$ cat src/rtl/snn_pkg.sv
// Shared constants, payload types and arithmetic helpers for the SNN learning datapath.
package snn_pkg;

  localparam int unsigned M       = 784;
  localparam int unsigned N       = 16;
  localparam int unsigned W       = 24;
  localparam int unsigned ADDR_W  = 14;
  localparam int unsigned DEL_LAT = 2;
  localparam int unsigned IDX_W   = 10;
  localparam int unsigned NID_W   = 4;

  typedef struct packed {
    logic [NID_W-1:0] neuron;
    logic [IDX_W-1:0] idx;
  } tag_t;

  localparam int unsigned TAG_W = $bits(tag_t);

  typedef struct packed {
    logic         valid;
    tag_t         tag;
    logic [W-1:0] plus;
    logic [W-1:0] minus;
  } upd_t;

  // Unsigned w + plus - minus, clamped to [0, 2^W-1].
  function automatic logic [W-1:0] sat_update(input logic [W-1:0] w,
                                              input logic [W-1:0] plus,
                                              input logic [W-1:0] minus);
    logic signed [W+1:0] s;
    s = signed'({2'b00, w}) + signed'({2'b00, plus}) - signed'({2'b00, minus});
    if (s < 0) begin
      return '0;
    end else if (s > signed'({2'b00, {W{1'b1}}})) begin
      return '1;
    end else begin
      return s[W-1:0];
    end
  endfunction

  // Index of the lowest set bit; 0 when no bit is set.
  function automatic logic [NID_W-1:0] lowest_one(input logic [N-1:0] v);
    logic [NID_W-1:0] r;
    r = '0;
    for (int i = N - 1; i >= 0; i--) begin
      if (v[i]) r = NID_W'(i);
    end
    return r;
  endfunction

endpackage

$ cat src/rtl/weight_updater_tag_delay_line.sv
// Fixed-depth shift register carrying a valid bit and a payload word.
module tag_delay_line #(
  parameter int unsigned DEPTH = 2,
  parameter int unsigned WIDTH = 14
) (
  input  logic             clk,
  input  logic             rst,
  input  logic             in_valid,
  input  logic [WIDTH-1:0] in_data,
  output logic             out_valid,
  output logic [WIDTH-1:0] out_data,
  output logic             any_valid
);

  logic [DEPTH-1:0] vld_q;
  logic [WIDTH-1:0] dat_q [DEPTH];

  always_ff @(posedge clk or posedge rst) begin
    if (rst) begin
      vld_q <= '0;
      for (int i = 0; i < int'(DEPTH); i++) dat_q[i] <= '0;
    end else begin
      vld_q[0] <= in_valid;
      dat_q[0] <= in_data;
      for (int i = 1; i < int'(DEPTH); i++) begin
        vld_q[i] <= vld_q[i-1];
        dat_q[i] <= dat_q[i-1];
      end
    end
  end

  assign out_valid = vld_q[DEPTH-1];
  assign out_data  = dat_q[DEPTH-1];
  assign any_valid = |vld_q;

endmodule

$ cat src/rtl/weight_updater.sv
// STDP weight updater: tags swept indices with the winner, then does a saturating RMW on the weight RAM.
module weight_updater
  import snn_pkg::*;
#(
  parameter int unsigned M       = snn_pkg::M,
  parameter int unsigned DEL_LAT = snn_pkg::DEL_LAT
) (
  input  logic              clk,
  input  logic              rst,
  input  logic [N-1:0]      start_wch,
  input  logic              learn_en,
  input  logic [IDX_W-1:0]  ip_select,
  input  logic [W-1:0]      del_w_plus,
  input  logic [W-1:0]      del_w_minus,
  output logic              wt_rd_en,
  output logic [ADDR_W-1:0] wt_rd_addr,
  input  logic [W-1:0]      wt_rd_data,
  output logic              wt_wr_en,
  output logic [ADDR_W-1:0] wt_wr_addr,
  output logic [W-1:0]      wt_wr_data,
  output logic              busy,
  output logic              done
);

  function automatic logic [ADDR_W-1:0] tag_addr(input tag_t t);
    return ADDR_W'(32'(t.neuron) * M + 32'(t.idx));
  endfunction

  logic [NID_W-1:0] winner_q;
  tag_t             s0_tag;
  logic             dl_valid;
  logic             dl_any;
  logic [TAG_W-1:0] dl_data;
  tag_t             dl_tag;
  upd_t             rd_q;
  upd_t             cmp_q;

  // The entry sampled with a start strobe still belongs to the previous winner.
  always_ff @(posedge clk or posedge rst) begin
    if (rst) begin
      winner_q <= '0;
    end else if (|start_wch) begin
      winner_q <= lowest_one(start_wch);
    end
  end

  assign s0_tag = '{neuron: winner_q, idx: ip_select};

  tag_delay_line #(
    .DEPTH (DEL_LAT),
    .WIDTH (TAG_W)
  ) u_tag_delay (
    .clk       (clk),
    .rst       (rst),
    .in_valid  (ip_select != '0),
    .in_data   (s0_tag),
    .out_valid (dl_valid),
    .out_data  (dl_data),
    .any_valid (dl_any)
  );

  assign dl_tag = tag_t'(dl_data);

  // Read stage: deltas line up with the delayed tag here.
  always_ff @(posedge clk or posedge rst) begin
    if (rst) begin
      rd_q       <= '0;
      wt_rd_en   <= 1'b0;
      wt_rd_addr <= '0;
    end else begin
      rd_q       <= '{valid: dl_valid, tag: dl_tag, plus: del_w_plus, minus: del_w_minus};
      wt_rd_en   <= dl_valid;
      wt_rd_addr <= tag_addr(dl_tag);
    end
  end

  // Compute stage: RAM data arrives one cycle after the read strobe.
  always_ff @(posedge clk or posedge rst) begin
    if (rst) begin
      cmp_q      <= '0;
      wt_wr_en   <= 1'b0;
      wt_wr_addr <= '0;
      wt_wr_data <= '0;
      done       <= 1'b0;
    end else begin
      cmp_q      <= rd_q;
      wt_wr_en   <= cmp_q.valid & learn_en;
      wt_wr_addr <= tag_addr(cmp_q.tag);
      wt_wr_data <= sat_update(wt_rd_data, cmp_q.plus, cmp_q.minus);
      done       <= cmp_q.valid && (cmp_q.tag.idx == IDX_W'(M - 1));
    end
  end

  assign busy = !rst && (dl_any || rd_q.valid || cmp_q.valid || (ip_select != '0));

endmodule
$ cat config.mk
export PLATFORM = sky130hd
export DESIGN_NAME = weight_updater
export DESIGN_NICKNAME = d
export VERILOG_FILES = /design/src/rtl/snn_pkg.sv /design/src/rtl/weight_updater_tag_delay_line.sv /design/src/rtl/weight_updater.sv
export SDC_FILE = /design/constraint.sdc
export NUM_CORES = 1
export LEC_CHECK = 0
export ABC_CLOCK_PERIOD_IN_PS = 18500
export CORE_ASPECT_RATIO = 1.2
export CORE_UTILIZATION = 47
export DETAILED_ROUTE_END_ITERATION = 10
export PLACE_DENSITY = 0.79
export SYNTH_ARGS = -nofsm -noshare
export SYNTH_HDL_FRONTEND = slang
export SYNTH_SLANG_ARGS = --single-unit
$ cat constraint.sdc
create_clock -name clk -period 18.5 [get_ports clk]
set_clock_uncertainty 0.05 [all_clocks]
set_input_delay 3.7 -clock clk [delete_from_list [all_inputs] [get_ports clk]]
set_output_delay 3.7 -clock clk [all_outputs]
set_load 0.005 [all_outputs]
==> reports/results.txt, run 1 <==
status: completed
Post-synth EDFFs: 0
Final Max Tran Viols: 0
HPWL after DPL: 11600 microns
largest family of logic cells by synthesized area: adder cells
Required @ worst endpoint: 14.75 ns
die area: 18900 sq um
CTS Buffer Depth: 3
vias: 5328
top_reg_cell synth: dfrtp_1
starting density of the core: 0.486
most area-consuming cells after synthesis: dfrtp_1, ha_1, fa_1
post-route cell area: 11100 sq um
post-synthesis cell count: 680
Post-Synth XOR/XNOR Area: 0.0406
Num CTS Buffers: 22
peak fanout along the critical path: 2
crit path cell chain: clkdlybuf4s50_1, nor4_1, a41oi_1, clkdlybuf4s50_1
final net count: 1027
GR Overflow Total: 0
CP max-delay cell: nor4_1
DRT iter0 DRCs: 171
H-Tree Level Count: 1
root buf cell: clkbuf_16
drt pass-1 iters: 4
fin crit share: 0.489
sequential area share after synthesis: 0.609
CP top delay family: buffers and inverters
Post CTS Setup Buffer Count: 0
mux contribution to synthesized area: 0
Die Span X: 126 microns
maximum VDD drop: 0.0937 mV
Max Cap Viol: 0
TritonCTS clock tree: yes
Critical Path End Type: output port
share of layout cells above drive strength 1: 0.0510
Netlist Area Pre-Place: 8640 sq um
drt drc: 0
Boundary Pins: 157
Slowest Stage Delay on Critical Path: 0.51 ns
first-pass GRT wire length: 26700 microns
HP Class: flop to flop
RSZ-0062 raised after global routing: no
Worst-Margin Slew: 1.06 ns
largest net degree at the start of global routing: 138
clk_lat worst skew: 0.49 ns
post-synth top area share: 0.609
post-CTS resize count: 0
final hold violations: 0
Pleak: 5.34 nW
WL per Instance: 14.8 microns
synth warn: 0
core box area: 17800 sq um
Crit path top cell by count: clkdlybuf4s50_1
setup_tns: 0 ns
register bit count reported by yosys: 210
initial antenna violation count: 1
clock-pin slew on the worst setup and hold paths: 0.06 ns
library cells used by synthesis: 50
CP Data Arrival Time: 5.30 ns
adder-cell share of the synthesized area: 0.139
Final setup viols: 0
CP startpoint kind: input port
Worst slew margin: 0.288
CTS Hold Bufs: 0
row count: 53
Post-DP Area: 10400 sq um
CTS sink cnt: 210
Tmin final: 9.05 ns
pwr dens: 108 nW/um^2
Routed Wire Length: 16000 microns
crit path kind: input port to output port
PortBufs: 156
Synth area leader: dfrtp_1
simple-gate share of the synthesized area: 0.0519
Placer Congestion: 0.834
Crit path buffers/inverters: 2
Global Route Usage Sum: 0.179
Filler cells: 1351
antenna-violating nets left: 0
vias in the first global route: 5646
Async SR Flop Fraction: 1.00
worst setup margin: 9.45 ns
Synth Area per Inst: 12.7 sq um
DR vias/cell: 4.92
Synthesized Nets: 861
Synth Area in Compound Gates: 0.0998
fmax: 110 MHz
area grow syn2layout: 28.6%
dpl ws: 9.40 ns
die height: 150 microns
## cell usage after synthesis (all sizes together), types with 2 or more instances
| cell type | count |
|---|---|
| nor4 | 10 |
| ha | 54 |
| o211ai | 2 |
| nand3 | 13 |
| nand2 | 11 |
| xnor2 | 22 |
| o21a | 3 |
| a31o | 2 |
| a41oi | 2 |
| xor2 | 18 |
| buf | 8 |
| a31oi | 2 |
| fa | 26 |
| a21o | 21 |
| o2111ai | 2 |
| a221oi | 2 |
| a21oi | 57 |
| a211o | 3 |
| o31ai | 2 |
| o21bai | 9 |
| dfrtp | 210 |
| nor3 | 7 |
| o21ai | 10 |
| clkbuf | 7 |
| inv | 116 |
| nor2 | 21 |
| nand4 | 4 |
| and3 | 6 |
| nor2b | 8 |
| a211oi | 6 |
## flip-flops by register name (all words and copies together) (netlist names)
register	count
wt_wr_data	24
wt_wr_addr	14
u_tag_delay.vld_q	2
winner_q	4
u_tag_delay.dat_q	14
rd_q	63
u_tag_delay.out_data	14
wt_rd_addr	10
cmp_q	63
wt_wr_en	1
done	1
## metrics by stage
step / instances / total power, W / util / hold WS, ns
floorplan: 680 / 0.000676 / - / 0.281
global placement: 1042 / 0.000788 / 0.586 / 0.281
detailed placement: 1042 / 0.000794 / 0.586 / 0.285
CTS: 1082 / 0.00122 / 0.625 / 0.295
global route: 1082 / 0.00127 / 0.625 / 0.298
finish: 1083 / 0.00120 / 0.625 / 0.293
## worst paths after layout
check	start	endpoint	slack [ns]	cells past startpoint
worst min-delay path	u_tag_delay.dat_q[14]	u_tag_delay.out_data[0]	0.29	0
max in group asynchronous	rst	wt_wr_data[0]	13.18	3
worst max-delay path	ip_select[1]	busy	9.45	4
worst min register to register	u_tag_delay.dat_q[14]	u_tag_delay.out_data[0]	0.29	0
worst max register to register	cmp_q[15]	wt_wr_data[23]	14.78	10
min in group asynchronous	rst	u_tag_delay.out_data[4]	3.80	2
## cells in the final DEF, fill, tap and decap left out, drive strengths merged, types with 9 or more instances in the layout
cell type,n
a21o,21
a21oi,57
clkbuf,30
clkdlybuf4s50,156
dfrtp,210
fa,26
ha,54
inv,117
nand2,11
nand3,13
nor2,21
nor4,10
o21ai,10
o21bai,9
xnor2,22
xor2,18
## power breakdown
part	internal (W)	total, W	leakage (nW)	switching [W]
combinational	0.000138	0.000266	2.52	0.000128
sequential	0.000505	0.000520	2.48	0.0000151
clock	0.000241	0.000415	0.346	0.000174
## final cells by class
cell class	instances	area, sq um	area share
diodes	1	2.50	0.000225
repair buffers	157	1570	0.141
clock buffers	30	632	0.0569
well taps	220	275	0.0248
multi-input cells	339	2860	0.258
clock inverters	10	67.6	0.00608
flip-flops and latches	210	5260	0.473
inverters	116	443	0.0399
## layer usage
metal	vias up	GRT usage	part of all wire
met1	2612	0.209	0.39
met3	16	0.0515	0.071
li1	2575	-	-
met2	125	0.325	0.52
met4	0	0.0446	0.012
met5	-	0	0
## kinds of logic (layout without fill, tap and decap cells)
family | count (synthesis) | in the layout
compound gates | 132 | 132
xor+xnor | 40 | 40
fa+ha+maj | 80 | 80
buf+inv | 131 | 313
flops | 210 | 210
other cells | 0 | 1
simple gates | 87 | 87
Power figures use the tool's default switching activity.
==> inputs of run 2 (changes only) <==
- ABC_CLOCK_PERIOD_IN_PS: 18500 -> 9400
- clock period: 18.5 -> 9.4 ns (I/O delays scaled with it)
==> reports/results.txt, run 2 (synthesized netlist as in run 1, its figures left out) <==
status: completed
first-pass GRT wire length: 27400 microns (+2.8%)
Post CTS Setup Buffer Count: 0 (unchanged)
TritonCTS clock tree: yes
pwr dens: 217 nW/um^2 (+100%)
share of layout cells above drive strength 1: 0.0512 (+0.000178)
fmax: 187 MHz
CP startpoint kind: input port
maximum VDD drop: 0.148 mV (+58%)
final hold violations: 0 (unchanged)
Final Max Tran Viols: 0 (unchanged)
worst setup margin: 4.05 ns (-5.40 ns)
met1 usage: 0.205 (-0.00446)
antenna-violating nets left: 0 (unchanged)
Die Span X: 126 microns (unchanged)
CTS Hold Bufs: 0 (unchanged)
Worst-Margin Slew: 1.02 ns (-0.0478 ns)
met2 Usage GRT: 0.328 (+0.00278)
Antenna diodes: 0 (-1)
Required @ worst endpoint: 7.47 ns (-7.28 ns)
Final setup viols: 0 (unchanged)
CTS sink cnt: 210 (unchanged)
Placer Congestion: 0.869 (+4.2%)
root buf cell: clkbuf_16
H-Tree Level Count: 1 (unchanged)
post-route cell area: 11100 sq um (+0.19%)
final net count: 1026 (-0.097%)
DRT iter0 DRCs: 225 (+32%)
initial antenna violation count: 1 (unchanged)
HPWL after DPL: 11700 microns (+1.2%)
Boundary Pins: 157 (unchanged)
row count: 53 (unchanged)
WL per Instance: 15.1 microns (+2.3%)
GR Layer Usage met3: 0.0665 (+0.0149)
drt pass-1 iters: 4 (unchanged)
RSZ-0062 raised after global routing: no
die height: 150 microns (unchanged)
clock-pin slew on the worst setup and hold paths: 0.06 ns (about the same)
Filler cells: 1362 (+0.81%)
drt drc: 0 (unchanged)
DR vias/cell: 4.96 (+0.92%)
Tmin final: 5.35 ns
Critical Path End Type: output port
HP Class: flop to flop
commonest non-fill, non-tap cell in the layout: dfrtp_1
Post-DP Area: 10400 sq um (unchanged)
dpl ws: 3.80 ns (-5.60 ns)
Pleak: 5.35 nW (+0.18%)
fin crit share: 0.570
Worst slew margin: 0.320 (+0.0320)
die area: 18900 sq um (unchanged)
Num CTS Buffers: 21 (-4.5%)
vias in the first global route: 5751 (+1.9%)
CTS Buffer Depth: 3 (unchanged)
post-CTS resize count: 0 (unchanged)
setup_tns: 0 ns (unchanged)
core box area: 17800 sq um (unchanged)
CP Data Arrival Time: 3.42 ns (-1.88 ns)
vias: 5357 (+0.54%)
largest net degree at the start of global routing: 134 (-2.9%)
peak fanout along the critical path: 2 (unchanged)
clk_lat worst skew: 0.49 ns (about the same)
Routed Wire Length: 16300 microns (+1.9%)
starting density of the core: 0.486 (unchanged)
most frequent cells in the layout: dfrtp_1, clkdlybuf4s50_1, inv_1, a21oi_1, ha_1
Top Registers: cmp_q x63, rd_q x63, wt_wr_data x24
PortBufs: 156 (unchanged)
GRT busiest layer: met2
area grow syn2layout: 28.9%
Max Cap Viol: 0 (unchanged)
GR Overflow Total: 0 (unchanged)
Global Route Usage Sum: 0.184 (+0.00483)
reg2reg setup slack: 5.79 ns (-8.99 ns)
crit path kind: input port to output port
run 2: final timing paths:
| check | endpoint | start | cells past startpoint |
|---|---|---|---|
| max reg2reg | wt_wr_data[23] | cmp_q[1] | 10 |
| min in group asynchronous | wt_rd_addr[4] | rst | 2 |
| max in group asynchronous | cmp_q[62] | rst | 3 |
| min reg2reg | u_tag_delay.out_data[8] | u_tag_delay.dat_q[22] | 0 |
| max | busy | ip_select[1] | 4 |
| min | u_tag_delay.out_data[8] | u_tag_delay.dat_q[22] | 0 |
run 2: cell type report:
type	count	area [sq um]	area share
tap	220	275	0.0247
sequential	210	5260	0.472
inverter	116	443	0.0398
clock buffer	25	571	0.0513
multi-input combinational	339	2860	0.257
timing repair buffer	157	1570	0.141
clock inverter	12	153	0.0137
run 2: critical path, cell delays in order:
cell	delay [ns]
clkdlybuf4s50_1	0.42
nor4_1	0.44
a41oi_1	0.20
clkdlybuf4s50_1	0.48
run 2: stage by stage:
stage | power (W) | instances | utilization | hold WS (ns)
final | 0.00241 | 1079 | 0.626 | 0.294
after global routing | 0.00254 | 1079 | 0.626 | 0.295
after CTS | 0.00244 | 1079 | 0.626 | 0.296
after detailed placement | 0.00157 | 1042 | 0.586 | 0.285
after global placement | 0.00156 | 1042 | 0.586 | 0.281
after floorplan | 0.00133 | 680 | - | 0.281
run 2: power by group:
group	switching (W)	internal, W
logic	0.000256	0.000272
clock network	0.000340	0.000518
registers	0.0000317	0.000994
run 2: layer usage:
metal	part of all wire	up-vias
met3	0.091	35
met2	0.51	161
met1	0.38	2593
met5	0	-
li1	-	2568
met4	0.024	0
==> inputs of run 3 (changes only) <==
- ABC_CLOCK_PERIOD_IN_PS: 9400 -> 5100
- clock period: 9.4 -> 5.1 ns (I/O delays scaled with it)
==> reports/results.txt, run 3 (synthesized netlist as in run 1, its figures left out) <==
setup_tns: 0 ns (unchanged)
peak fanout along the critical path: 24 (+22)
status: completed
Boundary Pins: 157 (unchanged)
GR Layer Usage met3: 0.0636 (-0.00284)
Post CTS Setup Buffer Count: 0 (unchanged)
clock-pin slew on the worst setup and hold paths: 0.06 ns (about the same)
root buf cell: clkbuf_16
Required @ worst endpoint: 5.35 ns (-2.12 ns)
Tmin final: 4.41 ns
R2R cell count: 10 (unchanged)
HPWL after DPL: 11600 microns (-0.77%)
Max Cap Viol: 0 (unchanged)
post-CTS resize count: 0 (unchanged)
fin crit share: 0.865
Antenna diodes: 0 (unchanged)
RSZ-0062 raised after global routing: no
reg2reg setup slack: 1.43 ns (-4.36 ns)
core box area: 17800 sq um (unchanged)
Placer Congestion: 0.850 (-2.2%)
CP top delay family: compound AO/OA/AOI/OAI gates
crit path cell chain: clkdlybuf4s50_1, inv_1, fa_1, inv_1, ha_1, nand2_1, o21ai_0, a21oi_1, o21ai_0, o32ai_2, xnor2_2, a41oi_1
Worst-Margin Slew: 1.07 ns (+0.0504 ns)
Die Span X: 126 microns (unchanged)
crit path kind: input port to flop
Endpoint, Worst Hold: cmp_q[37]
fmax: 227 MHz
HP Class: flop to flop
row count: 53 (unchanged)
maximum VDD drop: 0.254 mV (+71%)
CTS Buffer Depth: 3 (unchanged)
DRT iter0 DRCs: 266 (+18%)
share of layout cells above drive strength 1: 0.0487 (-0.00250)
Final setup viols: 0 (unchanged)
commonest non-fill, non-tap cell in the layout: dfrtp_1
Top Registers: cmp_q x63, rd_q x63, wt_wr_data x24
Routed Wire Length: 16100 microns (-1.5%)
Num CTS Buffers: 22 (+4.8%)
GRT busiest layer: met2
Global Route Usage Sum: 0.178 (-0.00580)
drt drc: 0 (unchanged)
Critical Path End Type: flop
most frequent cells in the layout: dfrtp_1, clkdlybuf4s50_1, inv_1, a21oi_1, ha_1
final net count: 1028 (+0.19%)
initial antenna violation count: 2 (+1)
first-pass GRT wire length: 26500 microns (-3.5%)
largest net degree at the start of global routing: 110 (-18%)
final hold violations: 0 (unchanged)
CP Data Arrival Time: 4.67 ns (+1.25 ns)
TritonCTS clock tree: yes
Pleak: 5.37 nW (+0.30%)
Worst Hold Depth: 0 (unchanged)
drt pass-1 iters: 4 (unchanged)
Hold Startpoint: rd_q[37]
GR Overflow Total: 0 (unchanged)
CP startpoint kind: input port
CTS sink cnt: 210 (unchanged)
antenna-violating nets left: 0 (unchanged)
Final Max Tran Viols: 0 (unchanged)
die area: 18900 sq um (unchanged)
vias: 5354 (-0.056%)
Crit path buffers/inverters: 3 (+1)
Reg2Reg Capture Point: wt_wr_data[23]
DR vias/cell: 4.95 (-0.33%)
vias in the first global route: 5571 (-3.1%)
Worst slew margin: 0.286 (-0.0338)
CTS Hold Bufs: 0 (unchanged)
met1 usage: 0.195 (-0.0101)
pwr dens: 401 nW/um^2 (+85%)
CP max-delay cell: xnor2_2
r2r startpoint: cmp_q[15]
hold_ws: 0.292 ns (-0.00145 ns)
PortBufs: 156 (unchanged)
met2 Usage GRT: 0.325 (-0.00306)
area grow syn2layout: 29.5%
WL per Instance: 14.8 microns (-1.8%)
die height: 150 microns (unchanged)
clk_lat worst skew: 0.49 ns (about the same)
starting density of the core: 0.486 (unchanged)
Slowest Stage Delay on Critical Path: 0.83 ns (+0.35 ns)
H-Tree Level Count: 1 (unchanged)
## run 3: worst max path at each step
stage          slack [ns]            from  depth (start not counted)        endpoint
2_1_floorplan        1.30             rst                          1        cmp_q[0]
3_3_place_gp         0.31  wt_rd_data[15]                         12  wt_wr_data[23]
3_5_place_dp         0.24  wt_rd_data[15]                         12  wt_wr_data[23]
4_1_cts              0.75  wt_rd_data[15]                         12  wt_wr_data[23]
5_1_grt              0.47  wt_rd_data[15]                         12  wt_wr_data[23]
6_report             0.69  wt_rd_data[15]                         12  wt_wr_data[23]
## run 3: area by class of cell
| cell class | instances | area, sq um |
|---|---|---|
| clock buffer | 31 | 626 |
| multi-input combinational | 339 | 2860 |
| clock inverter | 8 | 125 |
| inverter | 116 | 439 |
| timing repair buffer | 158 | 1600 |
| tap | 220 | 275 |
| sequential | 210 | 5260 |
| fill | 1379 | 6590 |
## run 3: stage by stage
stage | std cells | area [sq um] | power, W | util | setup WS, ns
after floorplan | 680 | 8640 | 0.00245 | - | 1.30
after global placement | 1043 | 10400 | 0.00287 | 0.587 | 0.308
after detailed placement | 1043 | 10400 | 0.00289 | 0.587 | 0.242
after CTS | 1082 | 11200 | 0.00454 | 0.629 | 0.747
after global routing | 1082 | 11200 | 0.00472 | 0.629 | 0.468
final | 1082 | 11200 | 0.00449 | 0.629 | 0.689
## run 3: where the power goes
| part | switching (W) | leakage (nW) | internal (W) | total (W) |
|---|---|---|---|---|
| logic | 0.000467 | 2.53 | 0.000503 | 0.000970 |
| clock network | 0.000618 | 0.364 | 0.00101 | 0.00163 |
| registers | 0.0000581 | 2.48 | 0.00183 | 0.00189 |
## run 3: layer usage
metal	routed length (microns)	vias to the layer above	share of wire
met3	1370	28	0.086
li1	-	2570	-
met4	320	2	0.020
met5	11	-	0.00068
met1	6060	2623	0.38
met2	8290	131	0.52
## run 3: worst reg2reg max path, delay by kind of cell (launching register included)
family,cells,cell delay (ns)
and+or+nand+nor,1,0.08
adders and majority gates,2,0.93
xor gates and xnor gates,1,0.83
AOI/OAI and AO/OA,5,1.17
DFF,1,0.38
buffers and inverters,1,0.04
